===== src/rtl/cpu_pipe_pkg.sv =====
// Shared types and encodings for the pipeline memory stage.
package cpu_pipe_pkg;

    typedef enum logic {
        IDLE = 1'b0,
        WAIT = 1'b1
    } mem_state_t;

    // Bit positions inside the 2-bit M control field
    localparam int M_READ  = 1;
    localparam int M_WRITE = 0;

    localparam logic [1:0] MEMOP_NONE = 2'b00;
    localparam logic [1:0] MEMOP_LD   = 2'b10;
    localparam logic [1:0] MEMOP_ST   = 2'b01;

    function automatic logic is_mem_op(input logic [1:0] m);
        return (m == MEMOP_LD) || (m == MEMOP_ST);
    endfunction

endpackage


===== src/rtl/mem_stage_ctrl_if.sv =====
// Data-memory req/ack handshake between the memory stage and the data memory.
interface mem_stage_ctrl_if #(
    parameter int DW = 64
);
    logic          dmem_req;
    logic          dmem_we;
    logic [DW-1:0] dmem_addr;
    logic [DW-1:0] dmem_wdata;
    logic [DW-1:0] dmem_rdata;
    logic          dmem_ack;

    modport master (
        output dmem_req, dmem_we, dmem_addr, dmem_wdata,
        input  dmem_rdata, dmem_ack
    );

    modport slave (
        input  dmem_req, dmem_we, dmem_addr, dmem_wdata,
        output dmem_rdata, dmem_ack
    );
endinterface


===== src/rtl/mem_wb_reg.sv =====
// MEM/WB pipeline register bank: loads a result or inserts a bubble each edge.
module mem_wb_reg #(
    parameter int DW = 64,
    parameter int RW = 5
) (
    input  logic          clk,
    input  logic          rst,
    input  logic          load,
    input  logic          bubble,
    input  logic [DW-1:0] alu_res,
    input  logic [DW-1:0] mem_data,
    input  logic [RW-1:0] rd,
    input  logic          wb,
    input  logic          mem_to_reg,
    output logic          valid,
    output logic [DW-1:0] alu_reg,
    output logic [DW-1:0] mem_reg,
    output logic [RW-1:0] rd_reg,
    output logic          wb_reg,
    output logic          mtr_reg
);

    always_ff @(posedge clk or negedge rst) begin
        if (!rst) begin
            valid   <= 1'b0;
            alu_reg <= '0;
            mem_reg <= '0;
            rd_reg  <= '0;
            wb_reg  <= 1'b0;
            mtr_reg <= 1'b0;
        end else if (bubble) begin
            // NOTE: sequential state uses non-blocking assignments so every flop samples pre-edge values.
            // A bubble only needs its control bits cleared; the data fields are don't-care.
            valid   <= 1'b0;
            wb_reg  <= 1'b0;
            mtr_reg <= 1'b0;
        end else if (load) begin
            valid   <= 1'b1;
            alu_reg <= alu_res;
            mem_reg <= mem_data;
            rd_reg  <= rd;
            wb_reg  <= wb;
            mtr_reg <= mem_to_reg;
        end
    end

endmodule


===== src/rtl/mem_stage_ctrl.sv =====
// Memory-stage controller: issues loads/stores over req/ack, stalls upstream
// while an access is outstanding, and feeds the MEM/WB register.
module mem_stage_ctrl
    import cpu_pipe_pkg::*;
#(
    parameter int DW       = 64,
    parameter int RW       = 5,
    parameter int MAX_WAIT = 255
) (
    input  logic                   clk,
    input  logic                   rst,
    input  logic                   ex_valid,
    input  logic [DW-1:0]          ALUresult,
    input  logic [DW-1:0]          WriteData,
    input  logic [RW-1:0]          Rd,
    input  logic                   WB,
    input  logic [1:0]             M,
    output logic                   stall,
    mem_stage_ctrl_if.master       dmem,
    output logic                   wb_valid,
    output logic [DW-1:0]          MemData_out,
    output logic [DW-1:0]          ALUresult_out,
    output logic [RW-1:0]          Rd_out,
    output logic                   WB_out,
    output logic                   MemToReg_out,
    output logic                   err
);

    localparam int            CW       = $clog2(MAX_WAIT + 1);
    localparam logic [CW-1:0] LAST_CNT = CW'(MAX_WAIT - 1);

    mem_state_t    state, next_state;
    logic [CW-1:0] wait_cnt;
    logic          req_q, we_q, rd_op_q, wb_q, err_q;
    logic [DW-1:0] addr_q, wdata_q;
    logic [RW-1:0] rd_q;

    logic          launch, illegal, timeout, wb_load;
    logic [DW-1:0] wb_alu, wb_mem;
    logic [RW-1:0] wb_rd;
    logic          wb_wb, wb_mtr;

    always_comb begin
        // NOTE: every output of this block gets a default first, so no path infers a latch.
        next_state = state;
        stall      = 1'b0;
        launch     = 1'b0;
        illegal    = 1'b0;
        timeout    = 1'b0;
        wb_load    = 1'b0;
        wb_alu     = ALUresult;
        wb_mem     = '0;
        wb_rd      = Rd;
        wb_wb      = WB;
        wb_mtr     = 1'b0;

        unique case (state)
            IDLE: begin
                if (ex_valid) begin
                    if (M == MEMOP_NONE) begin
                        wb_load = 1'b1;
                    end else if (is_mem_op(M)) begin
                        stall      = 1'b1;
                        launch     = 1'b1;
                        next_state = WAIT;
                    end else begin
                        illegal = 1'b1;
                    end
                end
            end
            WAIT: begin
                wb_alu = addr_q;
                wb_rd  = rd_q;
                if (dmem.dmem_ack) begin
                    wb_load    = 1'b1;
                    wb_wb      = wb_q;
                    wb_mtr     = rd_op_q;
                    wb_mem     = rd_op_q ? dmem.dmem_rdata : '0;
                    next_state = IDLE;
                end else if (wait_cnt == LAST_CNT) begin
                    // Abort: retire a harmless non-writing entry and release the pipeline
                    timeout    = 1'b1;
                    wb_load    = 1'b1;
                    wb_wb      = 1'b0;
                    next_state = IDLE;
                end else begin
                    stall = 1'b1;
                end
            end
            default: next_state = IDLE;
        endcase
    end

    always_ff @(posedge clk or negedge rst) begin
        if (!rst) begin
            state    <= IDLE;
            wait_cnt <= '0;
            req_q    <= 1'b0;
            we_q     <= 1'b0;
            addr_q   <= '0;
            wdata_q  <= '0;
            rd_q     <= '0;
            wb_q     <= 1'b0;
            rd_op_q  <= 1'b0;
            err_q    <= 1'b0;
        end else begin
            state <= next_state;

            if (launch) begin
                req_q   <= 1'b1;
                we_q    <= M[M_WRITE];
                addr_q  <= ALUresult;
                wdata_q <= WriteData;
                rd_q    <= Rd;
                wb_q    <= WB;
                rd_op_q <= M[M_READ];
            end else if (state == WAIT && next_state == IDLE) begin
                req_q <= 1'b0;
            end

            if (state == WAIT && next_state == WAIT) begin
                wait_cnt <= wait_cnt + CW'(1);
            end else begin
                wait_cnt <= '0;
            end

            if (illegal || timeout) begin
                err_q <= 1'b1;
            end
        end
    end

    assign dmem.dmem_req   = req_q;
    assign dmem.dmem_we    = we_q;
    assign dmem.dmem_addr  = addr_q;
    assign dmem.dmem_wdata = wdata_q;
    assign err             = err_q;

    mem_wb_reg #(
        .DW (DW),
        .RW (RW)
    ) u_mem_wb (
        .clk        (clk),
        .rst        (rst),
        .load       (wb_load),
        .bubble     (~wb_load),
        .alu_res    (wb_alu),
        .mem_data   (wb_mem),
        .rd         (wb_rd),
        .wb         (wb_wb),
        .mem_to_reg (wb_mtr),
        .valid      (wb_valid),
        .alu_reg    (ALUresult_out),
        .mem_reg    (MemData_out),
        .rd_reg     (Rd_out),
        .wb_reg     (WB_out),
        .mtr_reg    (MemToReg_out)
    );

endmodule

===== src/flat_wrapper.sv =====
// flat-port wrapper written by rule: the top's interface ports become plain ports
module mem_stage_ctrl_flat import cpu_pipe_pkg::*;
#(
    parameter int DW       = 64,
    parameter int RW       = 5,
    parameter int MAX_WAIT = 255
)
  (clk, rst, ex_valid, ALUresult, WriteData, Rd, WB, M, stall, wb_valid, MemData_out, ALUresult_out, Rd_out, WB_out, MemToReg_out, err, dmem_dmem_req, dmem_dmem_we, dmem_dmem_addr, dmem_dmem_wdata, dmem_dmem_rdata, dmem_dmem_ack);
  mem_stage_ctrl_if #(.DW(DW)) dmem_i ();
  input  logic clk;
  input  logic rst;
  input  logic ex_valid;
  input  logic [DW-1:0] ALUresult;
  input  logic [DW-1:0] WriteData;
  input  logic [RW-1:0] Rd;
  input  logic WB;
  input  logic [1:0] M;
  output logic stall;
  output logic wb_valid;
  output logic [DW-1:0] MemData_out;
  output logic [DW-1:0] ALUresult_out;
  output logic [RW-1:0] Rd_out;
  output logic WB_out;
  output logic MemToReg_out;
  output logic err;
  output wire logic [$bits(dmem_i.dmem_req)-1:0] dmem_dmem_req;
  output wire logic [$bits(dmem_i.dmem_we)-1:0] dmem_dmem_we;
  output wire logic [$bits(dmem_i.dmem_addr)-1:0] dmem_dmem_addr;
  output wire logic [$bits(dmem_i.dmem_wdata)-1:0] dmem_dmem_wdata;
  input wire logic [$bits(dmem_i.dmem_rdata)-1:0] dmem_dmem_rdata;
  input wire logic [$bits(dmem_i.dmem_ack)-1:0] dmem_dmem_ack;
  assign dmem_dmem_req = dmem_i.dmem_req;
  assign dmem_dmem_we = dmem_i.dmem_we;
  assign dmem_dmem_addr = dmem_i.dmem_addr;
  assign dmem_dmem_wdata = dmem_i.dmem_wdata;
  assign dmem_i.dmem_rdata = dmem_dmem_rdata;
  assign dmem_i.dmem_ack = dmem_dmem_ack;
  mem_stage_ctrl #(.DW(DW), .RW(RW), .MAX_WAIT(MAX_WAIT)) u_core (.clk(clk), .rst(rst), .ex_valid(ex_valid), .ALUresult(ALUresult), .WriteData(WriteData), .Rd(Rd), .WB(WB), .M(M), .stall(stall), .dmem(dmem_i), .wb_valid(wb_valid), .MemData_out(MemData_out), .ALUresult_out(ALUresult_out), .Rd_out(Rd_out), .WB_out(WB_out), .MemToReg_out(MemToReg_out), .err(err));
endmodule

===== config.mk =====
export PLATFORM = sky130hd
export DESIGN_NAME = mem_stage_ctrl_flat
export DESIGN_NICKNAME = d
export VERILOG_FILES = /design/src/rtl/cpu_pipe_pkg.sv /design/src/rtl/mem_stage_ctrl_if.sv /design/src/rtl/mem_wb_reg.sv /design/src/rtl/mem_stage_ctrl.sv /design/src/flat_wrapper.sv
export SDC_FILE = /design/constraint.sdc
export NUM_CORES = 1
export LEC_CHECK = 0
export CAP_MARGIN = 20
export CORE_AREA = 2 2 181 183
export DETAILED_ROUTE_END_ITERATION = 16
export DIE_AREA = 0 0 183 185
export DONT_BUFFER_PORTS = 1
export PLACE_DENSITY = 0.46
export SLEW_MARGIN = 5
export SYNTH_ARGS = -nofsm -noshare
export SYNTH_HDL_FRONTEND = slang
export SYNTH_SLANG_ARGS = --single-unit

===== constraint.sdc =====
create_clock -name clk -period 1.6 [get_ports clk]
set_input_delay 0 -clock clk [delete_from_list [all_inputs] [get_ports clk]]
set_output_delay 0 -clock clk [all_outputs]
set_load 0.01 [all_outputs]

Word-level counts from Yosys, hierarchy flattened:

Index checks and enable logic that the tools add are counted.

* input port bits: 204
* latch bits: 0
* bits in writable memories: 0
* ROM bits: 0
* register bits: 283
* memories: 0
* word-level logic and storage cells: 62
* output and inout bits: 268

* bitwise logic cells: 2
* divide/modulo/power cells: 0
* multipliers: 0
* equal/unequal tests: 3
* $add $sub $neg: 1
* reductions and logical operators: 6
* shift operators: 0
* $lt $le $gt $ge: 0
* muxes and demuxes: 34

Operators by type and width (number)
* $mux 64: 4
* $mux 1: 26
* $add 8x1->8 const B: 1
* $eq 8x8->1 const B: 1
* $mux 8: 1
* $mux 5: 1
* $pmux 1 s2: 2
* $eq 2x1->1 const B: 1
* $eq 2x2->1 const B: 1
* $logic_and 1x1->1: 2
* $logic_not 2->1: 1
* $logic_or 1x1->1: 2
* $not 1->1: 2
* $reduce_bool 2->1: 1

Depth between registers and ports, before layout:

* word-level depth: 10
* depth in mapped cells: 9

Modules after synthesis:

From an unflattened synthesis, not the netlist that was laid out.

* cells, all modules: 789
* area, all modules: 12744.7 sq um

Modules (own cells, without submodules)
* mem_stage_ctrl: cells each 498, area an instance 7315.8 sq um, instances 1, seq. area each 3678.5 sq um
* mem_wb_reg: cells each 291, area an instance 5429.0 sq um, instances 1, seq. area each 3403.3 sq um

Worst setup path before layout:

No wires, ideal clock.

* path kind: flip-flop to flip-flop
* from: register u_core.wait_cnt[0]
* to: register u_core.u_mem_wb.alu_reg[15]
* path slack: -180 ps
* data arrival time: 1658 ps
* path buffers: 3
* required time: 1478 ps
* clock period less this slack: 1780 ps
* stages on the path, launching flop included: 10
* path through: dfrtp_1 -> inv_1 -> ha_1 -> and3_1 -> a31o_1 -> buf_4 -> buf_4 -> buf_2 -> nor3_1 -> nor2_1

* longest elaborated chain between the ends: 4

Ends and longest elaborated chain
* start, declared: RTL line mem_stage_ctrl.sv:33 `logic [CW-1:0] wait_cnt;`
* start signal, assigned: RTL line mem_stage_ctrl.sv:122 `wait_cnt <= wait_cnt + CW'(1);`
* $eq 8x8->1: RTL line mem_stage_ctrl.sv:80 `end else if (wait_cnt == LAST_CNT) begin`
* $mux 1: RTL line mem_stage_ctrl.sv:80
* $mux 1: RTL line mem_stage_ctrl.sv:74 `if (dmem.dmem_ack) begin`
* $pmux 1 s2: RTL line mem_stage_ctrl.sv:57 `unique case (state)`
* end signal, assigned: RTL line mem_wb_reg.sv:39 `alu_reg <= alu_res;`
* end, declared: RTL line mem_wb_reg.sv:16 `output logic [DW-1:0] alu_reg,`

Every way passes these cells.
A chain may end at the register's enable or synchronous reset.

Worst setup path after layout:

* from: register u_core.wait_cnt[0]
* to: register u_core.u_mem_wb.mem_reg[10]

* longest elaborated chain between the ends: 4

Ends and longest elaborated chain
* $eq 8x8->1: RTL line mem_stage_ctrl.sv:80
* $mux 1: RTL line mem_stage_ctrl.sv:80
* $mux 1: RTL line mem_stage_ctrl.sv:74
* $pmux 1 s2: RTL line mem_stage_ctrl.sv:57
* end signal, assigned: RTL line mem_wb_reg.sv:40 `mem_reg <= mem_data;`
* end, declared: RTL line mem_wb_reg.sv:17 `output logic [DW-1:0] mem_reg,`

Every way passes these cells.

==> results.json <==
{
  "nFillCells": 2703,
  "max_slew_margin_pct": 68.5,
  "dp_hpwl_um": 20100,
  "slew_violations": 0,
  "seq_power_share_pct": 51.3,
  "final.period_utilization_pct": 115,
  "syn_inst": 803,
  "syn_area_per_cell_sq_um": 13.5,
  "rsz0062_at_grt": "true",
  "syn-num-nets": 1011,
  "drcViolationCount": 0,
  "antenna_found_initial": 2,
  "pre_cts_ws_ps": -85.5,
  "wirelength_um": 34600,
  "fp-row-count": 66,
  "arrival_ps": 2270,
  "peakVddDrop_uv": 1150,
  "root_buffer": "clkbuf_16",
  "die_w_um": 183,
  "ff2ff_path_depth": 9,
  "whs_ps": -859,
  "cts_tree": "built",
  "drive_gt1_share_pct": 31.9,
  "p_leak_nw": 6.64,
  "placed_cells": 1181,
  "pwr_density_cell_mw_per_mm2": 1490,
  "dieArea_sq_mm": 0.0339,
  "clock_latency_ps": 550,
  "slowest_stage": "dfrtp_1",
  "area_growth_pct": 45.2,
  "clock_path_buffers": 3,
  "hold_buffers": 202,
  "clkPwrFrac_pct": 31.7,
  "grtUsageTotal_pct": 18.3,
  "skew_ps": 11.6,
  "grt_pass1_vias": 8111,
  "routed_via_density": 5.27,
  "max_freq_mhz": 543,
  "max_stage_delay_ps": 370,
  "wl_per_cell_um": 23.6,
  "final_antenna_net_count": 0,
  "p_sw_mw": 7.35,
  "finalWorstSetupSlack_ps": -240,
  "crit_type": "register to register",
  "drtPass1Iterations": 4,
  "initial_core_util_pct": 33.8,
  "comb_power_share_pct": 17.0,
  "boundaryPins": 472,
  "timing.critical_path.from": "u_core.wait_cnt[0]",
  "ys_seq_elements": 283,
  "ys_warn_count": 0,
  "setup_violations": 135,
  "port_buffers": 0,
  "final_nets": 1246,
  "hold_violations": 283,
  "hp-class": "primary input to asynchronous set/reset pin",
  "required_ps": 2030,
  "setup.worst_path.end_class": "register",
  "grt_pass1_wl_um": 48000,
  "h-tree-depth": 1,
  "vias": 7744,
  "crit_fanout": 16,
  "drt_iter0_markers": 287,
  "worst_setup_path_start_kind": "register",
  "synth_cell_type_count": 27,
  "instances_no_fill": 1470,
  "syn_area_sq_mm": 0.0108,
  "violations": "hold timing, setup timing",
  "synth_seq_area_share_pct": 65.4,
  "power.internal_mw": 16.1,
  "n_antenna_cell": 0,
  "switching_share_pct": 31.3,
  "layout_min_cycle_time_ps": 1840,
  "die_h_um": 185,
  "core_area_sq_mm": 0.0320,
  "grt_max_degree": 284,
  "worstReg2RegStart": "u_core.wait_cnt[0]",
  "cts_buffers": 30,
  "status": "finished, violations left",
  "worst_pin_slew_ps": 472,
  "globalplace.congestion": 0.779,
  "overflow": 0,
  "cap_violations": 0,
  "clock-sinks": 283,
  "crit_chain": "inv_1 > ha_2 > and3_4 > buf_6 > a31o_4 > nor2_4 > buf_12 > clkbuf_16 > a22o_1",
  "clkTransAtPathRegs_ps": 60
}
## worst paths after layout
path / to / slack, ps
worst min register to register: u_core.u_mem_wb.wb_reg / 490
worst max register to register: u_core.u_mem_wb.mem_reg[10] / -240
worst max-delay path: u_core.u_mem_wb.mem_reg[10] / -240
worst min-delay path: u_core.dmem.dmem_wdata[54] / -860
min in group clk: u_core.dmem.dmem_wdata[4] / 120
max in group asynchronous: u_core.u_mem_wb.mem_reg[20] / 2030
## synthesized netlist by cell type, drive strengths merged
master	count	area [sq um]
a21oi	1	5.00
a22o	65	569
a31o	1	8.76
a31oi	1	12.5
and2	2	12.5
and3	2	12.5
and4	1	8.76
buf	34	210
clkbuf	27	101
dfrtp	283	7080
ha	4	50.1
inv	4	15.0
mux2	134	1510
nand2	11	41.3
nand3	4	20.0
nand3b	1	7.51
nor2	79	299
nor2b	1	6.26
nor3	70	350
o21ai	3	15.0
o22ai	69	432
xnor2	3	26.3
xor2	3	26.3
## worst max-delay path, delay by kind of cell, from the launching register on
family,cells,cell delay (ps)
buf+inv,4,500
simple gates,2,240
compound gates,2,440
fa+ha+maj,1,150
flops,1,370
## through the flow
step                      cell area [sq um]  hold WS (ps)  util (%)  total power, mW  TNS, ps
after global placement                11500          -290      35.9             14.7    -1590
after global routing                  15700          -887      49.0             24.6   -28800
final                                 15700          -859      49.0             23.5   -17460
after floorplan                       10900          -296         -             13.7    -3630
after CTS                             14900          -892      46.6             23.1   -23110
after detailed placement              11500          -292      35.9             14.9    -3820
## kinds of logic (layout without fill, tap and decap cells)
logic type | after synthesis | after routing | share of synthesized area [%]
compound gates | 140 | 140 | 9.63
xor+xnor | 6 | 6 | 0.486
fa+ha+maj | 4 | 4 | 0.463
buf+inv | 65 | 324 | 3.02
flops | 283 | 283 | 65.4
mux | 134 | 134 | 13.9
simple gates | 171 | 171 | 7.01
## cells in the final DEF (no fill, tap or decap), types with 2 or more instances in the layout
| cell type | synthesis | routed |
|---|---|---|
| dfrtp_1 | 283 | 283 |
| dlygate4sd3_1 | 0 | 202 |
| mux2_2 | 134 | 134 |
| nor2_1 | 78 | 72 |
| a22o_1 | 65 | 65 |
| clkbuf_16 | 0 | 42 |
| nor3_1 | 70 | 37 |
| nor3_2 | 0 | 31 |
| o22ai_2 | 0 | 29 |
| o22ai_1 | 69 | 29 |
| buf_4 | 2 | 19 |
| buf_6 | 7 | 12 |
| o22ai_4 | 0 | 11 |
| buf_12 | 0 | 11 |
| buf_16 | 0 | 8 |
| nand2_1 | 11 | 6 |
| clkinv_2 | 0 | 6 |
| clkbuf_1 | 27 | 6 |
| nor2_2 | 1 | 5 |
| bufinv_16 | 0 | 5 |
| nand3_1 | 4 | 4 |
| inv_1 | 4 | 3 |
| nand2_2 | 0 | 3 |
| xor2_1 | 3 | 3 |
| xnor2_1 | 3 | 3 |
| o21ai_0 | 3 | 3 |
| ha_1 | 4 | 3 |
| clkinvlp_4 | 0 | 3 |
| clkbuf_8 | 0 | 3 |
| nor2_4 | 0 | 2 |
| nor3_4 | 0 | 2 |
## area by class of cell
| class | count | area (sq um) | share of cell area (%) |
|---|---|---|---|
| Sequential cell | 283 | 7080 | 45.1 |
| Multi-Input combinational cell | 455 | 4010 | 25.5 |
| Timing Repair Buffer | 264 | 3030 | 19.3 |
| Clock buffer | 40 | 840 | 5.34 |
| Tap cell | 408 | 510 | 3.25 |
| Clock inverter | 16 | 228 | 1.45 |
| Inverter | 4 | 15.0 | 0.0955 |
## metal layers
metal / global-route usage (%) / vias up / share of wire [%]
met5: 0 / - / 0.038
met4: 5.02 / 2 / 2.5
met3: 6.53 / 56 / 9.6
met2: 33.3 / 355 / 52
met1: 20.1 / 3948 / 36
li1: - / 3383 / -
## repair_timing
item                                    CTS  global route
endpoints found under the hold margin   560           283
pin swaps                                14            57
endpoints found under the setup margin   70           248
gates cloned                              5            13
setup buffers                            11            10
gates resized for setup                  26            99
## power groups by stage
stage          Sequential, mW  Clock, mW  Combinational [mW]
6_report                 12.0       7.44                3.99
3_3_place_gp             12.0          0                2.71
3_5_place_dp             12.0          0                2.88
4_1_cts                  11.9       7.61                3.51
5_1_grt                  12.3       7.95                4.34
2_1_floorplan            11.2          0                2.41
Note: power is estimated with default switching activity, not from simulation.
